$ cat src/rtl/k_band_energy_acc.sv
// Band energy accumulator: sums re^2+im^2 over BINS_PER_BAND bins of an FFT frame and
// emits one AXI-stream beat per band. Optional saturation enabled by defining K_BAND_SAT_EN.
`timescale 1ns/1ps

module k_band_energy_acc #(
  parameter int IN_WIDTH      = 16,
  parameter int OUT_WIDTH     = 48,
  parameter int NUM_BINS      = 16,
  parameter int BINS_PER_BAND = 4,
  parameter int BAND_IDX_W    = 2
) (
  input  logic                    clk,
  input  logic                    aresetn,
  input  logic [2*IN_WIDTH-1:0]   s_axis_tdata,
  input  logic                    s_axis_tvalid,
  output logic                    s_axis_tready,
  input  logic                    s_axis_tlast,
  output logic [OUT_WIDTH-1:0]    m_axis_tdata,
  output logic [BAND_IDX_W-1:0]   m_axis_tuser,
  output logic                    m_axis_tlast,
  output logic                    m_axis_tvalid,
  input  logic                    m_axis_tready,
  output logic                    frame_err
);

  localparam int EW      = 2*IN_WIDTH + 1;
  localparam int CW      = (NUM_BINS > 1) ? $clog2(NUM_BINS) : 1;
  localparam int LOG_BPB = $clog2(BINS_PER_BAND);
  localparam logic [CW-1:0] BIN_LAST  = CW'(NUM_BINS - 1);
  localparam logic [CW-1:0] BAND_MASK = CW'(BINS_PER_BAND - 1);

  // Handshake: a beat moves on a rising edge when valid & ready; the whole pipeline
  // advances together whenever the output register is empty or being accepted.
  logic adv;
  logic accept;
  logic [CW-1:0] bin;
  logic in_last_bin;
  logic in_close;
  logic in_last;
  logic in_err;

  logic                          s1_v;
  logic signed [IN_WIDTH-1:0]    s1_re;
  logic signed [IN_WIDTH-1:0]    s1_im;
  logic                          s1_close;
  logic                          s1_last;
  logic                          s1_err;
  logic [BAND_IDX_W-1:0]         s1_band;

  logic                          s2_v;
  logic signed [2*IN_WIDTH-1:0]  s2_sq_re;
  logic signed [2*IN_WIDTH-1:0]  s2_sq_im;
  logic                          s2_close;
  logic                          s2_last;
  logic [BAND_IDX_W-1:0]         s2_band;

  logic                          s3_v;
  logic [EW-1:0]                 s3_e;
  logic                          s3_close;
  logic                          s3_last;
  logic [BAND_IDX_W-1:0]         s3_band;

  logic [OUT_WIDTH-1:0]          acc;
  logic [OUT_WIDTH-1:0]          acc_next;

  assign adv           = ~m_axis_tvalid | m_axis_tready;
  assign s_axis_tready = aresetn & adv;
  assign accept        = s_axis_tvalid & s_axis_tready;

  // A frame ends either by tlast or by count; disagreement between the two is an error.
  assign in_last_bin = (bin == BIN_LAST);
  assign in_close    = s_axis_tlast | ((bin & BAND_MASK) == BAND_MASK);
  assign in_last     = s_axis_tlast | in_last_bin;
  assign in_err      = s_axis_tlast ^ in_last_bin;

`ifdef K_BAND_SAT_EN
  localparam int SW = ((OUT_WIDTH > EW) ? OUT_WIDTH : EW) + 1;
  logic [SW-1:0] sum_wide;

  always_comb begin
    sum_wide = SW'(acc) + SW'(s3_e);
    acc_next = sum_wide[OUT_WIDTH-1:0];
    if (sum_wide[SW-1:OUT_WIDTH] != '0) begin
      acc_next = '1;
    end
  end
`else
  assign acc_next = acc + OUT_WIDTH'(s3_e);
`endif

  always_ff @(posedge clk) begin
    if (!aresetn) begin
      bin           <= '0;
      s1_v          <= 1'b0;
      s1_re         <= '0;
      s1_im         <= '0;
      s1_close      <= 1'b0;
      s1_last       <= 1'b0;
      s1_err        <= 1'b0;
      s1_band       <= '0;
      s2_v          <= 1'b0;
      s2_sq_re      <= '0;
      s2_sq_im      <= '0;
      s2_close      <= 1'b0;
      s2_last       <= 1'b0;
      s2_band       <= '0;
      s3_v          <= 1'b0;
      s3_e          <= '0;
      s3_close      <= 1'b0;
      s3_last       <= 1'b0;
      s3_band       <= '0;
      acc           <= '0;
      m_axis_tdata  <= '0;
      m_axis_tuser  <= '0;
      m_axis_tlast  <= 1'b0;
      m_axis_tvalid <= 1'b0;
      frame_err     <= 1'b0;
    end else begin
      frame_err <= adv & s1_v & s1_err;
      if (accept) begin
        bin <= in_last ? '0 : bin + CW'(1);
      end
      if (adv) begin
        s1_v     <= accept;
        s1_re    <= s_axis_tdata[2*IN_WIDTH-1:IN_WIDTH];
        s1_im    <= s_axis_tdata[IN_WIDTH-1:0];
        s1_close <= in_close;
        s1_last  <= in_last;
        s1_err   <= in_err;
        s1_band  <= BAND_IDX_W'(bin >> LOG_BPB);

        s2_v     <= s1_v;
        s2_sq_re <= (2*IN_WIDTH)'(s1_re) * (2*IN_WIDTH)'(s1_re);
        s2_sq_im <= (2*IN_WIDTH)'(s1_im) * (2*IN_WIDTH)'(s1_im);
        s2_close <= s1_close;
        s2_last  <= s1_last;
        s2_band  <= s1_band;

        // Squares are never negative, so zero-extension gives the exact unsigned sum.
        s3_v     <= s2_v;
        s3_e     <= {1'b0, s2_sq_re} + {1'b0, s2_sq_im};
        s3_close <= s2_close;
        s3_last  <= s2_last;
        s3_band  <= s2_band;

        if (s3_v) begin
          acc <= s3_close ? '0 : acc_next;
        end
        m_axis_tvalid <= s3_v & s3_close;
        if (s3_v & s3_close) begin
          m_axis_tdata <= acc_next;
          m_axis_tuser <= s3_band;
          m_axis_tlast <= s3_last;
        end
      end
    end
  end

endmodule

$ cat config.mk
export PLATFORM = sky130hd
export DESIGN_NAME = k_band_energy_acc
export DESIGN_NICKNAME = d
export VERILOG_FILES = /design/src/rtl/k_band_energy_acc.sv
export SDC_FILE = /design/constraint.sdc
export NUM_CORES = 2
export LEC_CHECK = 0
export BUFFER_PORTS_ARGS = -buffer_cell sky130_fd_sc_hd__buf_2
export CORE_MARGIN = 2
export CORE_UTILIZATION = 31
export CTS_BUF_LIST = sky130_fd_sc_hd__clkbuf_8
export DETAILED_ROUTE_END_ITERATION = 7
export GPL_ROUTABILITY_DRIVEN = 0
export SYNTH_ARGS = -nofsm -noshare
export SYNTH_HDL_FRONTEND = slang
export SYNTH_SLANG_ARGS = --single-unit
$ cat constraint.sdc
create_clock -name clk -period 16.6 [get_ports clk]
set_clock_uncertainty 0.15 [all_clocks]
set_input_delay 2.49 -clock clk [delete_from_list [all_inputs] [get_ports clk]]
set_output_delay 2.49 -clock clk [all_outputs]
set_load 0.05 [all_outputs]
== Yosys cells after proc, flatten, opt, wreduce, memory -nomap -nowiden ==
Cells that the tools add are included.

* $add $sub $neg: 3
* $mul: 2
* Bitwise logic cells: 10
* Reductions and logical operators: 2
* Eq/ne operators: 2
* Muxes and demuxes: 2

{| class="wikitable"
|+ Operator list
! kind !! count
|-
| multiplier 16 x 16 -> 32 bit || 2
|-
| adder 48 x 33 -> 48 bit || 1
|-
| 2-to-1 mux 48 bit || 1
|-
| adder 32 x 32 -> 33 bit || 1
|-
| bitwise AND 1 bit || 5
|-
| adder 4 x 1 -> 4 bit, second input constant || 1
|-
| == test 4 bit, second input constant || 1
|-
| 2-to-1 mux 4 bit || 1
|-
| AND reduction 2 bit || 2
|-
| OR 1 bit || 3
|-
| == test 2 bit, second input constant || 1
|-
| inverter 1 bit || 1
|-
| bitwise XOR 1 bit || 1
|}

* Output and inout port bits: 54
* Input port bits: 37
* Register bits: 250

== Logic depth before layout (Yosys ltp) ==
* Word-level depth: 4
* Depth in mapped cells: 25
* Depth with buffers taken out: 24

== Worst setup path before layout ==
OpenSTA, ideal clock, no wires.

* Path kind: reg-to-reg
* From: register s1_re[6]
* To: register s2_sq_re[31]
* Library setup time: 0.133 ns
* Path buffers: 3
* Clock period less this slack: 6.643 ns
* Data required time: 16.317 ns
* Stages on the path, launching flop included: 24
* Arrival: 6.360 ns
* Setup slack: 9.957 ns
* Cell sequence: dfxtp_1 -> clkbuf_1 -> clkbuf_1 -> nand2_1 -> fa_1 -> inv_1 -> fa_1 -> fa_1 -> fa_1 -> fa_1 -> inv_1 -> fa_1 -> inv_1 -> ha_1 -> clkbuf_1 -> nand2_1 -> or4_1 -> a2111o_1 -> a311oi_1 -> a21o_1 -> a311o_1 -> o211ai_1 -> xnor2_1 -> a21oi_1

* Word-level cells in the longest chain between the ends: 1

{| class="wikitable"
|+ Ends and longest elaborated chain
! item !! RTL line !! source
|-
| start: declaration || 43 || <nowiki>logic signed [IN_WIDTH-1:0] s1_re;</nowiki>
|-
| start signal: assignment || 125 || <nowiki>s1_re <= s_axis_tdata[2*IN_WIDTH-1:IN_WIDTH];</nowiki>
|-
| multiplier 16 x 16 -> 32 bit || 133 || <nowiki>s2_sq_re <= (2*IN_WIDTH)'(s1_re) * (2*IN_WIDTH)'(s1_re);</nowiki>
|-
| end signal: assignment || 133 ||
|-
| end: declaration || 51 || <nowiki>logic signed [2*IN_WIDTH-1:0] s2_sq_re;</nowiki>
|}

Every way passes these cells.
A chain may end at the register's enable or synchronous reset.

== Worst setup path after layout ==
* From: register s1_re[15]
* To: register s2_sq_re[31]

Same word-level chain as after synthesis.

==> results.py <==
metrics = {
    "outcome": {
        "status": "completed",
    },
    "logic_synthesis": {
        "synth_enable_flop_cells": 0,
        "synthCells": 3466,
        "syn_nets": 4219,
        "yosysTopAreaCell": "fa_1",
        "avgSynthCellArea_sq_um": 8.611,
        "synth-seq-cells": 248,
        "synth_top_flop_cell": "dfxtp_1",
        "async_reset_ff_share_pct": 0,
        "synth_cell_type_count": 70,
        "synthTopCellsByArea": "fa_1 (31%), dfxtp_1 (17%), ha_1 (10%)",
        "synth_seq_area_share_pct": 16.63,
        "yosysWarnings": 0,
        "yosysMostFrequentCell": "inv_1",
        "synthTopCellsByCount": "inv_1 (641), fa_1 (469), nand2_1 (453)",
        "netlist.area_leader.share_pct": 31.46,
        "synth_area_sq_um": 29850,
    },
    "cells_and_area": {
        "syn2layout_area_growth_pct": 9.113,
        "nNetsFinal": 4230,
        "drive_gt1_share_pct": 6.325,
        "fill_cells": 9875,
        "multi_input_area_sq_um": 21940,
        "regArea_sq_um": 4965,
    },
    "cts": {
        "cts_buffers": 48,
        "clkTransAtPathRegs_ps": 70,
        "post-cts-setup-buffers": 0,
        "clk_latency_ps": 640,
        "numClockSinks": 248,
        "cts_resized": 0,
        "clockBufferDepth": 3,
        "cts_tree": "built",
        "hold_buffers": 0,
        "htreeDepth": 2,
        "cts_root_buf": "clkbuf_8",
    },
    "routing": {
        "ant_nets": 0,
        "drt_wl_total_mm": 73.38,
        "drt-initial-drc-count": 1217,
        "vias": 22770,
        "drc": 0,
        "drtPass1Iterations": 5,
        "wire_per_inst_um": 15.36,
        "vias_per_cell": 4.768,
    },
    "floorplan": {
        "rows": 113,
        "ios": 91,
        "core_area_sq_um": 95150,
        "fp.dieArea_sq_um": 98780,
        "die_h_um": 314.3,
        "die_w_um": 314.3,
        "start_util_pct": 31.37,
    },
    "hold_path": {
        "hold_depth": 2,
        "min-delay-start": "m_axis_tlast$_SDFFE_PN0P_",
        "holdPathEnd": "m_axis_tlast$_SDFFE_PN0P_",
        "hp-class": "flop to flop",
    },
    "power_and_ir_drop": {
        "p_int_mw": 1.858,
        "power_leakage_nw": 15.80,
        "switching_share_pct": 42.77,
        "ir_worst_vdd_mv": 0.06940,
        "p_total_mw": 3.246,
        "power_frac_seq_pct": 23.7,
        "pwr_density_cell_nw_per_um2": 99.67,
        "p_switching_mw": 1.388,
        "clock_power_share_pct": 21.7,
        "comb_power_share_pct": 54.5,
    },
    "job": {
        "max-cap-violations": 0,
    },
    "sta": {
        "finalSetupViolCount": 0,
        "finalMaxSlewViolations": 0,
        "max_freq_mhz": 131.0,
        "period_share_pct": 45.98,
        "hold_viol": 0,
        "slew_headroom_pct": 34.43,
        "tns_ps": 0,
        "rsz0062_at_grt": "no",
        "tightest_slew_ps": 982.3,
        "fin_crit_ps": 7633,
    },
    "setup_path": {
        "r2r-end": "s2_sq_re[31]$_SDFFE_PN0N_",
        "r2r_start": "s1_re[15]$_SDFFE_PN0N_",
        "cp-start-kind": "flop",
        "crit_arrival_ps": 7980,
        "worstSetupPathType": "flop to flop",
        "cp_max_fo": 19,
        "crit_required_ps": 16950,
        "end_kind": "flop",
        "reg2reg_slack_ps": 8970,
        "ff2ff_path_depth": 20,
    },
    "place": {
        "dpl.hpwl_mm": 58.67,
        "io_buffers": 90,
    },
    "global_route": {
        "grt_overflow_total": 0,
        "grt_pass1_wl_mm": 122.7,
        "grt_usage_pct": 15.36,
        "grt_max_degree": 90,
        "grt_pass1_vias": 23440,
        "antenna_found_initial": 6,
    },
}
-- power by group through the flow --
stage / registers [mW] / logic, mW / clock network [mW]
global route: 0.782 / 2.05 / 0.755
CTS: 0.771 / 1.79 / 0.731
detailed placement: 0.783 / 1.78 / 0
finish: 0.770 / 1.77 / 0.706
floorplan: 0.731 / 1.41 / 0
global placement: 0.782 / 1.76 / 0
-- layer usage --
layer	wire, um	vias to the layer above	GRT usage [%]
met2	36420	357	26.85
li1	-	11070	-
met3	2744	95	1.627
met1	32680	11240	20.35
met5	46	-	0
met4	1499	6	3.589
-- cell type report --
class | count | area share [%]
multi-input combinational | 2429 | 67.37
sequential | 248 | 15.24
inverter | 643 | 7.426
tap | 1265 | 4.860
clock buffer | 56 | 2.367
timing repair buffer | 107 | 1.775
clock inverter | 27 | 0.9489
antenna | 1 | 0.007684
-- per-stage QoR --
stage	cell area (sq um)	setup WS, ps	util, %	cells	hold WS [ps]
after floorplan	29850	9957	-	3466	277.6
after global placement	31490	9283	33.09	4692	286.8
after detailed placement	31490	9074	33.09	4692	294.1
after CTS	32570	9047	34.22	4775	301.5
after global routing	32570	8531	34.23	4776	313.9
final	32570	8967	34.23	4776	298.4
-- worst max-delay path: stages (launching register included) --
cell and delay, ps:
dfxtp_1 730, inv_1 460, nor2_1 330, fa_1 610, fa_1 570, fa_1 440, fa_1 510, fa_1 490
inv_1 50, fa_1 470, inv_1 40, ha_1 320, inv_1 110, or4_1 530, a2111o_1 350, a311oi_1 530
a21o_1 270, a311o_1 180, o211ai_1 100, xnor2_1 160, a21oi_1 80
-- how the worst max path moves through the flow --
stage               depth (start not counted)                        end                   start
global placement                           22  s2_sq_re[31]$_SDFFE_PN0N_   s1_re[3]$_SDFFE_PN0N_
finish                                     20  s2_sq_re[31]$_SDFFE_PN0N_  s1_re[15]$_SDFFE_PN0N_
CTS                                        20  s2_sq_re[31]$_SDFFE_PN0N_  s1_re[15]$_SDFFE_PN0N_
global route                               20  s2_sq_re[31]$_SDFFE_PN0N_  s1_re[15]$_SDFFE_PN0N_
detailed placement                         20  s2_sq_re[31]$_SDFFE_PN0N_  s1_re[15]$_SDFFE_PN0N_
floorplan                                  23  s2_sq_re[31]$_SDFFE_PN0N_   s1_re[6]$_SDFFE_PN0N_
-- layout by cell type, fill, tap and decap left out, types with 17 or more instances in the layout --
cell / instances
nor3_1: 35
buf_4: 17
nand2_1: 452
or3_1: 19
a22oi_1: 21
nand2b_1: 18
dfxtp_1: 248
and3_1: 19
buf_2: 90
a21oi_1: 249
ha_1: 247
nand4_1: 26
o21ai_0: 88
xor2_1: 38
clkbuf_8: 56
a21o_1: 44
nand3_1: 75
xnor2_1: 107
fa_1: 469
a31oi_1: 23
a211oi_1: 35
nor2_1: 184
and2_1: 78
o211ai_1: 24
inv_1: 651
-- cell families (layout without fill, tap and decap cells) --
logic type               count (synthesis)  in the layout  synth area share, %
AND/OR/NAND/NOR                        968            968                14.67
buffers and inverters                  789            833                9.948
adder cells (fa/ha/maj)                716            716                41.81
AO/OA/AOI/OAI                          583            583                12.10
flip-flops                             248            248                16.63
XOR/XNOR                               145            145                4.255
multiplexers                            17             17               0.5869
other                                    0              1                    0
-- sequential cells by signal (all words and copies together) (netlist names), 2 cells and up --
register      cells
m_axis_tuser      2
s2_sq_im         31
s2_sq_re         31
s3_e             33
s3_band           2
s2_band           2
acc              48
s1_re            16
bin               4
m_axis_tdata     48
s1_band           2
s1_im            16
Power figures use the tool's default switching activity.
